File: src/rtl/idp_decoder_11_pkg.sv
// Shared constants and group-code helpers for the 11-bit IDP decoder.
// Holds the Fibonacci weights, the group-code offsets and the low-field bounds.
package idp_decoder_11_pkg;

    localparam int FNS01 = 1;
    localparam int FNS02 = 1;
    localparam int FNS03 = 2;
    localparam int FNS04 = 3;
    localparam int FNS05 = 5;
    localparam int FNS06 = 8;
    localparam int FNS07 = 13;
    localparam int FNS08 = 21;
    localparam int FNS09 = 34;
    localparam int FNS10 = 55;
    localparam int FNS11 = 89;
    localparam int FNS12 = 144;
    localparam int FNS13 = 233;

    localparam int IBLEN11 = 9;
    localparam int LOW_W   = 6;

    // Offsets of the ten legal MSB group codes.
    localparam logic [IBLEN11-1:0] IDP11_OFS_0000 = 9'd0;
    localparam logic [IBLEN11-1:0] IDP11_OFS_0001 = 9'(FNS08);
    localparam logic [IBLEN11-1:0] IDP11_OFS_1000 = 9'(FNS10);
    localparam logic [IBLEN11-1:0] IDP11_OFS_1001 = 9'(FNS10 + FNS08);
    localparam logic [IBLEN11-1:0] IDP11_OFS_0011 = 9'(FNS11 + FNS08);
    localparam logic [IBLEN11-1:0] IDP11_OFS_1100 = 9'(FNS12);
    localparam logic [IBLEN11-1:0] IDP11_OFS_0110 = 9'(FNS12 + FNS09);
    localparam logic [IBLEN11-1:0] IDP11_OFS_0111 = 9'(FNS12 + FNS09 + FNS08);
    localparam logic [IBLEN11-1:0] IDP11_OFS_1110 = 9'(FNS13);
    localparam logic [IBLEN11-1:0] IDP11_OFS_1111 = 9'(FNS13 + FNS08);

    localparam logic [LOW_W-1:0] IDP11_LOW_MIN_HI = 6'd13;
    localparam logic [LOW_W-1:0] IDP11_LOW_MAX_LO = 6'd20;
    localparam logic [LOW_W-1:0] IDP11_LOW_MAX    = 6'd33;

    typedef enum logic [1:0] {
        RNG_NONE,
        RNG_FULL,
        RNG_UPPER,
        RNG_LOWER
    } low_rng_e;

    function automatic logic [IBLEN11-1:0] grp_offset(input logic [3:0] grp);
        case (grp)
            4'b0000: return IDP11_OFS_0000;
            4'b0001: return IDP11_OFS_0001;
            4'b1000: return IDP11_OFS_1000;
            4'b1001: return IDP11_OFS_1001;
            4'b0011: return IDP11_OFS_0011;
            4'b1100: return IDP11_OFS_1100;
            4'b0110: return IDP11_OFS_0110;
            4'b0111: return IDP11_OFS_0111;
            4'b1110: return IDP11_OFS_1110;
            4'b1111: return IDP11_OFS_1111;
            default: return '0;
        endcase
    endfunction

    // Groups 0001/1001 only carry the upper part of the low range, 0110/1110 the lower part.
    function automatic low_rng_e grp_range(input logic [3:0] grp);
        case (grp)
            4'b0001, 4'b1001:                               return RNG_UPPER;
            4'b0110, 4'b1110:                               return RNG_LOWER;
            4'b0000, 4'b1000, 4'b0011, 4'b1100, 4'b0111,
            4'b1111:                                        return RNG_FULL;
            default:                                        return RNG_NONE;
        endcase
    endfunction

    function automatic logic grp_legal(input logic [3:0] grp, input logic [LOW_W-1:0] low);
        case (grp_range(grp))
            RNG_UPPER: return (low >= IDP11_LOW_MIN_HI) && (low <= IDP11_LOW_MAX);
            RNG_LOWER: return (low <= IDP11_LOW_MAX_LO);
            RNG_FULL:  return (low <= IDP11_LOW_MAX);
            default:   return 1'b0;
        endcase
    endfunction

endpackage

File: src/rtl/fns_lsb_sum_7.sv
// Combinational weighted sum of a 7-bit Fibonacci (FNS) low field, 0..33.
// Shared by the IDP decoders of every width that use a 7-bit low field.
module fns_lsb_sum_7
    import idp_decoder_11_pkg::*;
(
    input  logic [6:0]       fns_i,
    output logic [LOW_W-1:0] sum_o
);

    assign sum_o = (fns_i[6] ? 6'(FNS07) : 6'd0)
                 + (fns_i[5] ? 6'(FNS06) : 6'd0)
                 + (fns_i[4] ? 6'(FNS05) : 6'd0)
                 + (fns_i[3] ? 6'(FNS04) : 6'd0)
                 + (fns_i[2] ? 6'(FNS03) : 6'd0)
                 + (fns_i[1] ? 6'(FNS02) : 6'd0)
                 + (fns_i[0] ? 6'(FNS01) : 6'd0);

endmodule

File: src/rtl/idp_decoder_11.sv
// Two-stage decoder from the 11-bit IDP codeword to the 9-bit data word 0..287.
// Define IDP_DEC_CHECK_EN to build the illegal-codeword flag and saturating counter.
module idp_decoder_11
    import idp_decoder_11_pkg::*;
#(
    parameter int ERRCNT_W = 8
)
(
    input  logic                clock,
    input  logic                reset,
    input  logic [10:0]         codein,
    input  logic                valid_in,
    output logic [IBLEN11-1:0]  dataout,
    output logic                valid_out
`ifdef IDP_DEC_CHECK_EN
    ,
    output logic                err,
    output logic [ERRCNT_W-1:0] err_count
`endif
);

    logic [IBLEN11-1:0] ofs_d, ofs_q;
    logic [LOW_W-1:0]   low_d, low_q;
    logic               v1_q;
    logic [IBLEN11-1:0] data_d, data_q;
    logic               vout_q;

    assign ofs_d = grp_offset(codein[10:7]);

    fns_lsb_sum_7 u_low_sum (
        .fns_i (codein[6:0]),
        .sum_o (low_d)
    );

    // Stage 1: capture the group offset and low sum of each valid codeword.
    always_ff @(posedge clock or posedge reset) begin
        if (reset) begin
            v1_q  <= 1'b0;
            ofs_q <= '0;
            low_q <= '0;
        end else begin
            v1_q <= valid_in;
            if (valid_in) begin
                ofs_q <= ofs_d;
                low_q <= low_d;
            end
        end
    end

    assign data_d = ofs_q + {{(IBLEN11-LOW_W){1'b0}}, low_q};

    // Stage 2: add; bubbles leave the last decoded word on the output.
    always_ff @(posedge clock or posedge reset) begin
        if (reset) begin
            data_q <= '0;
            vout_q <= 1'b0;
        end else begin
            vout_q <= v1_q;
            if (v1_q) begin
                data_q <= data_d;
            end
        end
    end

    assign dataout   = data_q;
    assign valid_out = vout_q;

`ifdef IDP_DEC_CHECK_EN
    logic                legal_d, legal_q;
    logic                err_q;
    logic [ERRCNT_W-1:0] cnt_d, cnt_q;

    assign legal_d = grp_legal(codein[10:7], low_d);

    always_ff @(posedge clock or posedge reset) begin
        if (reset) begin
            legal_q <= 1'b0;
        end else if (valid_in) begin
            legal_q <= legal_d;
        end
    end

    // The counter sticks at all-ones rather than wrapping.
    assign cnt_d = (v1_q && !legal_q && (cnt_q != {ERRCNT_W{1'b1}})) ? cnt_q + 1'b1 : cnt_q;

    always_ff @(posedge clock or posedge reset) begin
        if (reset) begin
            err_q <= 1'b0;
            cnt_q <= '0;
        end else begin
            if (v1_q) begin
                err_q <= !legal_q;
            end
            cnt_q <= cnt_d;
        end
    end

    assign err       = err_q;
    assign err_count = cnt_q;
`endif

endmodule

File: config.mk
export PLATFORM = sky130hd
export DESIGN_NAME = idp_decoder_11
export DESIGN_NICKNAME = d
export VERILOG_FILES = /design/src/rtl/idp_decoder_11_pkg.sv /design/src/rtl/fns_lsb_sum_7.sv /design/src/rtl/idp_decoder_11.sv
export SDC_FILE = /design/constraint.sdc
export NUM_CORES = 1
export LEC_CHECK = 0
export BUFFER_PORTS_ARGS = -buffer_cell sky130_fd_sc_hd__buf_2
export CAP_MARGIN = 0
export CORE_ASPECT_RATIO = 1.2
export CORE_MARGIN = 2
export CORE_UTILIZATION = 55
export DETAILED_ROUTE_END_ITERATION = 6
export PLACE_DENSITY = 0.77
export SKIP_LAST_GASP = 1
export SLEW_MARGIN = 30
export SYNTH_ARGS = -nofsm -noshare
export SYNTH_HDL_FRONTEND = slang
export SYNTH_SLANG_ARGS = --single-unit
export TNS_END_PERCENT = 20
File: constraint.sdc
create_clock -name clock -period 2.85 [get_ports clock]
set_input_delay 0.57 -clock clock [delete_from_list [all_inputs] [get_ports clock]]
set_output_delay 0.57 -clock clock [all_outputs]
set_load 0.02 [all_outputs]
==> results of run 1 <==
cell families (layout without fill, tap and decap cells):
logic type      Yosys count  count (layout)  share of synthesized area [%]
xor+xnor                  6               6                           3.25
simple gates             18              18                           5.26
flops                    25              25                           38.7
buf+inv                  21              43                           5.41
compound gates           38              38                           16.1
mux                      17              17                           14.0
fa+ha+maj                20              20                           17.3
layout by cell type (no fill, tap or decap), types with 2 or more instances in the layout:
cell,instances
mux2_2,7
xnor2_1,4
mux4_2,3
nand2_1,3
a211oi_2,2
mux2_1,4
dfrtp_1,25
mux2i_1,2
nand3_1,2
nand2b_1,2
inv_1,14
a21oi_1,7
nor2_1,7
a21o_1,3
o211ai_1,2
buf_2,23
o2bb2ai_1,3
o21a_1,3
fa_1,4
ha_1,16
a211oi_1,2
o21ai_0,3
clkbuf_4,3
xor2_1,2
o21ai_1,6
layout make-up:
type	count	area share [%]
clock buffers	4	1.48
inverters	16	3.39
multi-input cells	99	51.0
flip-flops and latches	25	35.3
well taps	34	2.40
repair buffers	23	6.49
per-stage QoR:
step / instances / power (mW)
floorplan: 145 / 0.864
CTS: 201 / 1.16
detailed placement: 197 / 1.00
global placement: 197 / 0.974
finish: 201 / 1.15
global route: 201 / 1.25
power by group through the flow:
stage	logic, mW	clock network, mW	registers [mW]
2_1_floorplan	0.310	0	0.554
3_3_place_gp	0.477	0	0.496
3_5_place_dp	0.495	0	0.507
4_1_cts	0.498	0.163	0.499
5_1_grt	0.556	0.179	0.509
6_report	0.493	0.159	0.497
path summary, 6_finish.rpt:
path / from / to / slack, ns / cells after the start
worst min register to register: dataout[0]$_DFFE_PP0P_ / dataout[0]$_DFFE_PP0P_ / 0.50 / 1
worst min-delay path: reset / dataout[1]$_DFFE_PP0P_ / 0.25 / 2
worst max register to register: ofs_q[0]$_DFFE_PP0P_ / dataout[6]$_DFFE_PP0P_ / 0.72 / 7
worst max-delay path: codein[0] / low_q[4]$_DFFE_PP0P_ / 0.37 / 10
min in group clock: dataout[0]$_DFFE_PP0P_ / dataout[0]$_DFFE_PP0P_ / 0.50 / 1
max in group asynchronous: reset / ofs_q[2]$_DFFE_PP0P_ / 2.25 / 2
worst reg2reg max path, cell delays in order, from the launching register on:
cell and delay, ns:
dfrtp_1 0.40, ha_1 0.24, fa_1 0.45, a211oi_2 0.28
o21bai_1 0.12, a21oi_2 0.19, xnor2_1 0.09, mux2_4 0.26
registers in the layout, summed over array words and instances (netlist names):
name and cells:
dataout 9, ofs_q 8, low_q 6, v1_q 1, valid_out 1
per-layer routing:
metal,wire [um],up-vias
met3,78,7
met4,74,0
met1,1200,544
met5,0,-
met2,1500,23
li1,-,559
==> flow_metrics.tcl, run 1 <==
set metrics [dict create \
    cts_resized 0 \
    fin_ws_ns 0.368 \
    portBuffers 23 \
    grt_pass1_vias 1197 \
    startpoint_type "input port" \
    cp_data_required_time_ns 3.07 \
    cts_buffers 3 \
    postLayoutCoreUtil_pct 63.7 \
    power.density_mw_per_mm2 648 \
    ys_types 39 \
    synth_area_leaders "dfrtp_1, ha_1, fa_1" \
    drt_iter0_drc 24 \
    critical_path_buf_inv_count 3 \
    ir_drop_uv 353 \
    syn-instance-count 145 \
    core_mm2 0.00279 \
    critPathTopFamily "adder cells" \
    p_leak_nw 0.858 \
    internal_power_uw 715 \
    worst_pin_slew_ns 0.505 \
    netlist_area_mm2 0.00162 \
    clockBufferDepth 2 \
    slew_headroom_pct 66.3 \
    maxCapViolations 0 \
    clk_pin_slew_ns 0.14 \
    routed_wl_mm 2.85 \
    critPathKind "input port to flip-flop" \
    hold_path_class "input port to async pin" \
    fmax_ghz 0.403 \
    grt_max_degree 26 \
    end_kind "flip-flop" \
    yosys.area.top_type "dfrtp_1" \
    grt_usage_pct 20.8 \
    num_rows 21 \
    post-route-cell-area_mm2 0.00177 \
    antenna_left 0 \
    firstDrtPassIters 4 \
    seqPwrFrac_pct 43.2 \
    dieArea_mm2 0.00339 \
    setup_viol 0 \
    critPathMaxStageDelay_ns 0.53 \
    swShare_pct 37.7 \
    post_cts_buffers 0 \
    vias 1133 \
    fin_crit_ns 2.48 \
    start_util_pct 58.1 \
    drive_above_1_share_pct 25.7 \
    synth_seq_cells 25 \
    htree_levels 1 \
    fin_skew_ns 0.0101 \
    clk_latency_ns 0.32 \
    setup_tns_ns 0 \
    rsz0062_at_grt "no" \
    dpl_cell_area_mm2 0.00175 \
    register_area_um2 626 \
    antenna_found_initial 0 \
    critPathMaxFanout 2 \
    synthFlopType "dfrtp_1" \
    synth-edff-count 0 \
    die_w_um 53.5 \
    ios 24 \
    synthToLayoutAreaGrowth_pct 9.67 \
    syn_area_per_cell_um2 11.2 \
    syn_nets 179 \
    synth_top_area_share_pct 38.7 \
    min_period_over_period_pct 87.1 \
    p_comb_share_pct 42.9 \
    ys_seq_area_share_pct 38.7 \
    met3_usage_pct 3.08 \
    final.hold.worst_slack_ns 0.251 \
    slew_violations 0 \
    grt_pass1_wl_mm 5.21 \
    power.switching_uw 434 \
    multi_input_area_um2 905 \
    cts_root_buf "clkbuf_4" \
    gr-total-overflow 0 \
    cts_hold_buf 0 \
    crit_top_cell "fa_1" \
    nets 202 \
    drt-wirelength-per-cell_um 14.2 \
    nFillCells 250 \
    async_reset_ff_share_pct 100 \
    grt_use_met1_pct 25.5 \
    cp_cell_sequence "buf_2 -> fa_1 -> inv_1 -> fa_1 -> fa_1 -> inv_1 -> a21o_1 -> a21oi_1 -> xnor2_1 -> mux2_2" \
    routabilityCongestion 0.834 \
    worstPathArrival_ns 2.70 \
    hold_viol 0 \
    synthTopCellsByCount "dfrtp_1, ha_1, inv_1" \
    route.detailed.drc 0 \
    clkPwrFrac_pct 13.9 \
    cts_sinks 25 \
    synth_warnings 0 \
    top_usage_layer "met2" \
    status "complete, no violations" \
    dp_slack_ns 0.0143 \
    grtUsageMet2_pct 35.2 \
    dpl.hpwl_mm 2.30 \
    diodes 0 \
    cts_tree "yes" \
    synth_most_common_cell "dfrtp_1" \
    crit_slowest_cell "fa_1" \
    post_drt_via_cell_ratio 5.64 \
    fp.dieH_um 63.4 \
]
(Power assumes the default switching activity.)
==> run 2, diff against run 1 <==
Settings changed: CELL_PAD_IN_SITES_DETAIL_PLACEMENT from default to 1, CELL_PAD_IN_SITES_GLOBAL_PLACEMENT from default to 2, CORE_UTILIZATION 55 to 37, PLACE_DENSITY 0.77 to default, PLACE_DENSITY_LB_ADDON from default to 0.1.
==> flow_metrics.tcl, run 2 (synthesis results as in run 1) <==
set metrics [dict create \
    hold_viol 0 \
    antenna_left 0 \
    fp.dieH_um 76.4 \
    post_drt_via_cell_ratio 5.02 \
    critPathKind "input port to flip-flop" \
    clk_latency_ns 0.27 \
    cts_hold_buf 0 \
    setup_tns_ns 0 \
    power_mw 1.20 \
    largest_register_ffs 9 \
    fin_crit_ns 2.56 \
    dpl.hpwl_mm 2.56 \
    cts_resized 0 \
    final.hold.worst_slack_ns 0.328 \
    dieArea_mm2 0.00492 \
    post_cts_buffers 0 \
    diodes 0 \
    ios 24 \
    drt-wirelength-per-cell_um 14.0 \
    clk_pin_slew_ns 0.09 \
    r2r_slack_ns 0.70 \
    layout_commonest_cell "dfrtp_1" \
    dp_cells 219 \
    final_cell_mix "dfrtp_1, buf_2, ha_1" \
    htree_levels 1 \
    die_w_um 64.4 \
    end_kind "flip-flop" \
    antenna_found_initial 0 \
    nets 202 \
    cts_buffers 3 \
    min_period_over_period_pct 89.7 \
    clockBufferDepth 2 \
    cts_root_buf "clkbuf_8" \
    startpoint_type "input port" \
    grt_usage_pct 14.2 \
    hold_path_class "input port to async pin" \
    crit_path_start "codein[0]" \
    cts_sinks 25 \
    drt_iter0_drc 22 \
    fmax_ghz 0.391 \
    gr-total-overflow 0 \
    worst_pin_slew_ns 0.518 \
    firstDrtPassIters 4 \
    num_rows 26 \
    synthToLayoutAreaGrowth_pct 12.5 \
    grt_max_degree 26 \
    rsz0062_at_grt "no" \
    route.detailed.drc 0 \
    vias 1119 \
    dp_slack_ns 0.00539 \
    routabilityCongestion 0.734 \
    portBuffers 23 \
    ir_drop_uv 205 \
    cp_data_required_time_ns 3.01 \
    drive_above_1_share_pct 25.7 \
    worstPathArrival_ns 2.72 \
    grt_pass1_wl_mm 5.60 \
    start_util_pct 38.3 \
    critPathMaxFanout 2 \
    regToRegStartpoint "ofs_q[0]$_DFFE_PP0P_" \
    fin_ws_ns 0.293 \
    power.density_mw_per_mm2 660 \
    postLayoutCoreUtil_pct 43.0 \
    setup_viol 0 \
    maxCapViolations 0 \
    post-route-cell-area_mm2 0.00182 \
    slew_headroom_pct 65.4 \
    fin_skew_ns 0.00318 \
    routed_wl_mm 3.12 \
    grt_pass1_vias 1215 \
    cts_tree "yes" \
    status "complete, no violations" \
    final_cells 223 \
    core_mm2 0.00423 \
    slew_violations 0 \
    p_leak_nw 0.865 \
    dpl_cell_area_mm2 0.00178 \
]
==> run 2: cell types whose count changed in the layout (fill, tap and decap cells not counted) <==
cell / change
clkbuf_4: -3
clkbuf_8: +3
==> run 2: layer usage <==
metal / vias up / part of all wire, % / track usage, %
li1: 553 / - / -
met1: 544 / 44 / 17.8
met5: - / 0 / 0
met3: 2 / 2.6 / 1.33
met4: 0 / 1.1 / 4.47
met2: 20 / 52 / 25.4
==> run 2: worst paths after layout <==
kind / endpoint / cells past startpoint
min in group clock: dataout[1]$_DFFE_PP0P_ / 1
max: low_q[4]$_DFFE_PP0P_ / 10
min reg2reg: dataout[1]$_DFFE_PP0P_ / 1
max in group asynchronous: dataout[8]$_DFFE_PP0P_ / 2
min: ofs_q[3]$_DFFE_PP0P_ / 2
max reg2reg: dataout[6]$_DFFE_PP0P_ / 7
==> run 2: layout make-up <==
type / count / area, um2
inverters: 16 / 60.1
well taps: 56 / 70.1
repair buffers: 23 / 115
flip-flops and latches: 25 / 626
multi-input cells: 99 / 905
clock buffers: 4 / 45.0
fillers: 479 / 2410
==> run 2: report_power, final <==
group          switching [mW]  leakage [nW]  internal (mW)
combinational           0.275         0.540          0.220
sequential             0.0529         0.302          0.441
clock                   0.112        0.0228         0.0999
==> run 2: worst max-delay path, stage by stage <==
cell,delay [ns]
buf_2,0.11
fa_1,0.52
inv_1,0.05
fa_1,0.41
fa_1,0.42
inv_1,0.07
a21o_1,0.10
a21oi_1,0.07
xnor2_1,0.13
mux2_2,0.26
